==> src/rtl/keypad_scanner.sv <==
// 4x4 hex keypad scanner: column scan, row sync, sweep debounce, 24-bit digit entry.
// Optional auto-repeat while a key is held: define KEYPAD_SCANNER_REPEAT_EN.
module keypad_scanner #(
  parameter int unsigned SCAN_PERIOD     = 50000,
  parameter int unsigned DEBOUNCE_SWEEPS = 4,
  parameter int unsigned REPEAT_DELAY    = 125,
  parameter int unsigned REPEAT_RATE     = 25
) (
  input  logic        CLK,
  input  logic        RST_n,
  input  logic [3:0]  row_in,
  output logic [3:0]  col_out,
  input  logic        clear,
  output logic        key_valid,
  output logic [3:0]  key_code,
  output logic [23:0] data_out,
  output logic [3:0]  dot_index
);

  localparam int unsigned TW     = 20;
  localparam int unsigned CW     = 4;
  localparam logic [TW-1:0] TERM = TW'(SCAN_PERIOD - 1);
  localparam bit          DB_ONE = (DEBOUNCE_SWEEPS == 1);

  typedef enum logic [1:0] {
    S_IDLE     = 2'd0,
    S_PRESS_DB = 2'd1,
    S_HELD     = 2'd2,
    S_REL_DB   = 2'd3
  } state_e;

  state_e          state_q, state_d;
  logic [3:0]      row_s1_q, row_s1_d;
  logic [3:0]      row_sync_q, row_sync_d;
  logic [TW-1:0]   timer_q, timer_d;
  logic [1:0]      col_q, col_d;
  logic [3:0]      col_out_q, col_out_d;
  logic [15:0]     map_q, map_d;
  logic            sweep_done_q, sweep_done_d;
  logic [CW-1:0]   cnt_q, cnt_d;
  logic [3:0]      cand_q, cand_d;
  logic            key_valid_q, key_valid_d;
  logic [3:0]      key_code_q, key_code_d;
  logic [23:0]     data_q, data_d;
  logic [3:0]      dot_q, dot_d;

  logic            term_c;
  logic [4:0]      ones_c;
  logic [3:0]      key_idx_c;
  logic            single_c;
  logic            match_c;
  logic            db_last_c;
  logic            accept_c;
  logic [3:0]      accept_code_c;

`ifdef KEYPAD_SCANNER_REPEAT_EN
  localparam int unsigned RW = 16;
  logic [RW-1:0]   rep_cnt_q, rep_cnt_d;
  logic            rep_phase_q, rep_phase_d;
  logic [RW-1:0]   rep_inc_c;
  logic [RW-1:0]   rep_lim_c;
  logic            rep_hit_c;

  // First repeat waits REPEAT_DELAY sweeps, later ones REPEAT_RATE sweeps
  always_comb begin
    rep_inc_c = rep_cnt_q + RW'(1);
    rep_lim_c = rep_phase_q ? RW'(REPEAT_RATE) : RW'(REPEAT_DELAY);
    rep_hit_c = (rep_inc_c >= rep_lim_c);
  end
`else
  logic [31:0] unused_repeat_params;
  assign unused_repeat_params = 32'(REPEAT_DELAY) ^ 32'(REPEAT_RATE);
`endif

  // Row synchroniser, column scan timer and sweep map capture
  always_comb begin
    row_s1_d     = row_in;
    row_sync_d   = row_s1_q;
    term_c       = (timer_q == TERM);
    timer_d      = term_c ? '0 : timer_q + TW'(1);
    col_d        = term_c ? col_q + 2'd1 : col_q;
    col_out_d    = ~(4'b0001 << col_d);
    sweep_done_d = term_c && (col_q == 2'd3);
    map_d        = map_q;
    if (term_c) begin
      for (int r = 0; r < 4; r++) begin
        map_d[{2'(r), col_q}] = ~row_sync_q[r];
      end
    end
  end

  // Sweep classification: SINGLE when exactly one map bit is set
  always_comb begin
    ones_c    = '0;
    key_idx_c = '0;
    for (int i = 0; i < 16; i++) begin
      if (map_q[i]) begin
        ones_c    = ones_c + 5'd1;
        key_idx_c = 4'(i);
      end
    end
    single_c  = (ones_c == 5'd1);
    match_c   = single_c && (key_idx_c == cand_q);
    db_last_c = ((5'(cnt_q) + 5'd1) >= 5'(DEBOUNCE_SWEEPS));
  end

  // FSM state register
  always_ff @(posedge CLK) begin
    if (!RST_n) state_q <= S_IDLE;
    else        state_q <= state_d;
  end

  // FSM next state; MULTI and other-key sweeps count as release evidence
  always_comb begin
    state_d = state_q;
    cnt_d   = cnt_q;
    cand_d  = cand_q;
    if (sweep_done_q) begin
      case (state_q)
        S_IDLE: begin
          if (single_c) begin
            cand_d  = key_idx_c;
            cnt_d   = CW'(1);
            state_d = DB_ONE ? S_HELD : S_PRESS_DB;
          end
        end
        S_PRESS_DB: begin
          if (match_c) begin
            cnt_d = cnt_q + CW'(1);
            if (db_last_c) state_d = S_HELD;
          end else begin
            cnt_d   = '0;
            state_d = S_IDLE;
          end
        end
        S_HELD: begin
          if (!match_c) begin
            cnt_d   = DB_ONE ? '0 : CW'(1);
            state_d = DB_ONE ? S_IDLE : S_REL_DB;
          end
        end
        S_REL_DB: begin
          if (match_c) begin
            state_d = S_HELD;
          end else if (db_last_c) begin
            cnt_d   = '0;
            state_d = S_IDLE;
          end else begin
            cnt_d = cnt_q + CW'(1);
          end
        end
        default: state_d = S_IDLE;
      endcase
    end
`ifdef KEYPAD_SCANNER_REPEAT_EN
    rep_cnt_d   = rep_cnt_q;
    rep_phase_d = rep_phase_q;
    if (sweep_done_q && (state_q == S_HELD) && match_c) begin
      rep_cnt_d   = rep_hit_c ? '0 : rep_inc_c;
      rep_phase_d = rep_phase_q | rep_hit_c;
    end
    if ((state_q != S_HELD) || (state_d != S_HELD)) begin
      rep_cnt_d   = '0;
      rep_phase_d = 1'b0;
    end
`endif
  end

  // FSM outputs: accept strobe and the code being accepted
  always_comb begin
    accept_c      = 1'b0;
    accept_code_c = cand_q;
    if (sweep_done_q) begin
      case (state_q)
        S_IDLE: begin
          if (single_c && DB_ONE) begin
            accept_c      = 1'b1;
            accept_code_c = key_idx_c;
          end
        end
        S_PRESS_DB: accept_c = match_c && db_last_c;
`ifdef KEYPAD_SCANNER_REPEAT_EN
        S_HELD:     accept_c = match_c && rep_hit_c;
`endif
        default:    accept_c = 1'b0;
      endcase
    end
  end

  // Accept action and entry register; clear wins over the shift
  always_comb begin
    key_valid_d = accept_c;
    key_code_d  = accept_c ? accept_code_c : key_code_q;
    data_d      = data_q;
    dot_d       = dot_q;
    if (clear) begin
      data_d = '0;
      dot_d  = '0;
    end else if (accept_c) begin
      data_d = {data_q[19:0], accept_code_c};
      dot_d  = (dot_q == 4'd5) ? 4'd0 : dot_q + 4'd1;
    end
  end

  always_ff @(posedge CLK) begin
    if (!RST_n) begin
      row_s1_q     <= 4'hF;
      row_sync_q   <= 4'hF;
      timer_q      <= '0;
      col_q        <= '0;
      col_out_q    <= 4'b1110;
      map_q        <= '0;
      sweep_done_q <= 1'b0;
      cnt_q        <= '0;
      cand_q       <= '0;
      key_valid_q  <= 1'b0;
      key_code_q   <= '0;
      data_q       <= '0;
      dot_q        <= '0;
    end else begin
      row_s1_q     <= row_s1_d;
      row_sync_q   <= row_sync_d;
      timer_q      <= timer_d;
      col_q        <= col_d;
      col_out_q    <= col_out_d;
      map_q        <= map_d;
      sweep_done_q <= sweep_done_d;
      cnt_q        <= cnt_d;
      cand_q       <= cand_d;
      key_valid_q  <= key_valid_d;
      key_code_q   <= key_code_d;
      data_q       <= data_d;
      dot_q        <= dot_d;
    end
  end

`ifdef KEYPAD_SCANNER_REPEAT_EN
  always_ff @(posedge CLK) begin
    if (!RST_n) begin
      rep_cnt_q   <= '0;
      rep_phase_q <= 1'b0;
    end else begin
      rep_cnt_q   <= rep_cnt_d;
      rep_phase_q <= rep_phase_d;
    end
  end
`endif

  assign col_out   = col_out_q;
  assign key_valid = key_valid_q;
  assign key_code  = key_code_q;
  assign data_out  = data_q;
  assign dot_index = dot_q;

endmodule

==> config.mk <==
export PLATFORM = sky130hd
export DESIGN_NAME = keypad_scanner
export DESIGN_NICKNAME = d
export VERILOG_FILES = /design/src/rtl/keypad_scanner.sv
export SDC_FILE = /design/constraint.sdc
export NUM_CORES = 1
export LEC_CHECK = 0
export CAP_MARGIN = 20
export CORE_MARGIN = 5
export CORE_UTILIZATION = 54
export CTS_CLUSTER_SIZE = 30
export DETAILED_ROUTE_END_ITERATION = 10
export DONT_BUFFER_PORTS = 1
export GPL_TIMING_DRIVEN = 0
export HOLD_SLACK_MARGIN = 0.03
export PLACE_DENSITY = 0.69
export SLEW_MARGIN = 15
export SYNTH_ARGS = -nofsm -noshare
export SYNTH_HDL_FRONTEND = slang
export SYNTH_SLANG_ARGS = --single-unit
==> constraint.sdc <==
create_clock -name CLK -period 23.2 [get_ports CLK]
set_input_delay 4.64 -clock CLK [delete_from_list [all_inputs] [get_ports CLK]]
set_output_delay 4.64 -clock CLK [all_outputs]
set_load 0.03 [all_outputs]
==> impl_results.md <==
* Status: complete, no violations
* CP dominant cell by count: ha_1
* CP Capture Type: flip-flop
* PortBufs at 0
* Area leader, netlist: dfxtp_1
* Final Max Tran Viols at 0
* Hold EP: row_sync_q[0]$_SDFF_PN1_
* N_diodes at 0
* R2R cell count at 46
* Count leader, synth: dfxtp_1
* Slowest Stage Delay on Critical Path at 0.49 ns
* Slowest-stage cell, CP: o32ai_1
* Worst hold stages at 1
* Crit path required time at 23.43 ns
* Ranking of synthesized cells by area: dfxtp_1 (33%), mux2i_1 (6.9%), ha_1 (4.8%)
* LEAKAGE at 2.32 nW
* Detailed placement HPWL at 8.82 mm
* RePlAce Congestion at 0.767
* Worst min-delay path class: flip-flop to flip-flop
* Cell Rows at 37
* DRT Pass-1 Iters at 4
* Reg2Reg Setup Slack at 12.80 ns
* Die height at 113 um
* H-tree depth at 3
* Most frequent cells after synthesis: dfxtp_1 (94), nor2_1 (73), nand2_1 (70)
* Die area at 12800 sq um
* Clock Tree Root: clkbuf_8
* Sw Share at 0.212
* Clock share of power at 0.391
* Non-Filler Instances at 814
* Syn Nets at 690
* Flop pwr share at 0.593
* Async S/R FF share, synth at 0
* Nets at 702
* Post-synthesis sequential area ratio at 0.327
* Initial drt markers at 282
* Cts repair resizes at 0
* Post-synth EDFFs at 0
* Count of final setup violators at 0
* Worst r2r src: map_q[1]$_SDFFE_PN0P_
* Tmin final at 10.40 ns
* Vias per cell at 5.52
* Post-route DRC at 0
* Num CTS Buffers at 9
* Post-CTS Hold Fix Bufs at 0
* Setup TNS at 0 ns
* Share of cells above drive strength 1 at 0.0767
* Synth warn at 0
* Top FF cell, synth: dfxtp_1
* Power Internal at 216 uW
* Die span in x at 113 um
* Final Cell Area at 6140 sq um
* CTS tree: yes
* Synth Instances at 661
* Max FO, Critical Path at 10
* Total Wirelength at 11.4 mm
* Final hold vios at 0
* CTS sink count at 94
* Largest net degree at the start of global routing at 16
* Setup CP Type: flip-flop to flip-flop
* Final Cycle Share at 0.448
* Vias at 4490
* Peak VDD IR at 40.3 uV
* Gate power share at 0.016
* Startpoint Class: flip-flop
* Clock-pin slew on the worst setup and hold paths at 0.08 ns
* Max frequency at 96.2 MHz
* Total Routing Usage GR at 0.181
* RSZ-0062 raised after global routing: no
* Routed Antenna Nets at 0
* Layout area overhead at 6.51%
* CP arrival at 10.63 ns
* NetSw at 58.1 uW
* First-pass GRT wire length at 19.8 mm
* GR Overflow Total at 0
* Vias in the first global route at 4261
* Netlist cell types at 74
* Power per Cell Area at 44.7 nW/um^2
* Synth top area share at 0.327
* WL/cell at 14.0 um
* CORE AREA at 10400 sq um
* Io pins at 44
* Antenna violations before repair at 0
* Worst slew pin tran at 0.673 ns
* Worst skew pair latency at 0.35 ns
* Hold Startpoint: row_s1_q[0]$_SDFF_PN1_
* Relative slew slack at 0.548
* Synthesized area at 5760 sq um
* Starting Density at 0.556
* Post-CTS setup buffers at 0
* Register bit total from synthesis at 94
* Max-Cap Viols at 0
* RR Endpoint: data_out[23]$_SDFFE_PP0P_
* Placed Area at 5930 sq um
* Total power at 275 uW
* Syn_area_per_cell at 8.72 sq um
* Clk_skew at 0.0104 ns
* Placed Cells at 797
* Clock buffer depth at 2
==> flip-flops by register name, summed over array words and instances (netlist names), named ones only <==
register and cells:
row_s1_q 4, map_q 16, state_q 1, col_q 2, accept_code_c 4, dot_index 4, timer_q 20, data_out 24
key_valid 1, cnt_q 4, col_out 4, row_sync_q 4, sweep_done_q 1, key_code 4
==> metal layers <==
| metal | track usage | wire [um] | vias up |
|---|---|---|---|
| met5 | 0 | 0 | - |
| met4 | 0.0401 | 101 | 0 |
| met3 | 0.0396 | 493 | 9 |
| met2 | 0.306 | 5500 | 59 |
| met1 | 0.239 | 5300 | 2090 |
| li1 | - | - | 2332 |
==> through the flow <==
stage          hold WS (ns)   util  setup WS [ns]
2_1_floorplan         0.386      -          13.87
3_3_place_gp          0.398  0.572          13.04
3_5_place_dp          0.397  0.572          12.80
4_1_cts               0.417  0.591          12.77
5_1_grt               0.435  0.592          11.92
6_report              0.414  0.592          12.80
==> area by class of cell <==
cell class                      instances  area [sq um]
Sequential cell                        94          1880
Timing Repair Buffer                    1          5.00
Clock buffer                           11           141
Buffer                                 30           149
Clock inverter                          5          58.8
Fill cell                             936          4230
Multi-Input combinational cell        515          3650
Inverter                               22          82.6
Tap cell                              136           170
==> power by group through the flow <==
stage / logic, mW / clock network, mW / registers [mW]
2_1_floorplan: 0.00331 / 0 / 0.166
3_3_place_gp: 0.00437 / 0 / 0.167
3_5_place_dp: 0.00448 / 0 / 0.167
4_1_cts: 0.00447 / 0.109 / 0.163
5_1_grt: 0.00506 / 0.119 / 0.163
6_report: 0.00437 / 0.107 / 0.163
==> how the worst max path moves through the flow <==
stage          cells after the start  slack, ns                   endpoint             startpoint
4_1_cts                           46      12.77  data_out[23]$_SDFFE_PP0P_  map_q[1]$_SDFFE_PN0P_
6_report                          46      12.80  data_out[23]$_SDFFE_PP0P_  map_q[1]$_SDFFE_PN0P_
5_1_grt                           46      11.92   data_out[2]$_SDFFE_PP0P_  map_q[1]$_SDFFE_PN0P_
2_1_floorplan                     46      13.87  data_out[10]$_SDFFE_PP0P_  map_q[0]$_SDFFE_PN0P_
3_3_place_gp                      46      13.04  data_out[22]$_SDFFE_PP0P_  map_q[0]$_SDFFE_PN0P_
3_5_place_dp                      46      12.80  data_out[19]$_SDFFE_PP0P_  map_q[1]$_SDFFE_PN0P_
==> logic make-up (layout without fill, tap and decap cells) <==
| family | after synthesis | after routing | share of synthesized area |
|---|---|---|---|
| muxes | 47 | 47 | 0.0851 |
| buffers and inverters | 52 | 69 | 0.0402 |
| DFF | 94 | 94 | 0.327 |
| adders and majority gates | 22 | 22 | 0.0478 |
| xor gates and xnor gates | 56 | 56 | 0.118 |
| and+or+nand+nor | 287 | 287 | 0.259 |
| AOI/OAI and AO/OA | 103 | 103 | 0.123 |
==> layout by cell type, fill, tap and decap left out, drive strengths merged, types with 5 or more instances in the layout <==
cell type / count
and2: 24
clkbuf: 34
o311ai: 5
mux2: 6
o21ai: 31
and3: 10
dfxtp: 94
nor3b: 6
nand2b: 15
inv: 22
xnor2: 22
o21bai: 5
nor2: 73
nand3: 22
mux2i: 40
o31ai: 5
buf: 8
nand2: 70
nor3: 10
or3: 7
nor2b: 14
nand3b: 6
nand4: 10
a21oi: 21
o211ai: 5
nor4: 7
xor2: 24
ha: 22
xnor3: 7
==> worst max-delay path, delay by kind of cell, from the launching register on <==
family | cells | cell delay [ns]
simple gates | 13 | 1.79
xor+xnor | 1 | 0.18
flops | 1 | 0.38
buf+inv | 5 | 0.57
fa+ha+maj | 14 | 4.28
mux | 5 | 1.33
compound gates | 8 | 1.71
(Power assumes the default switching activity.)
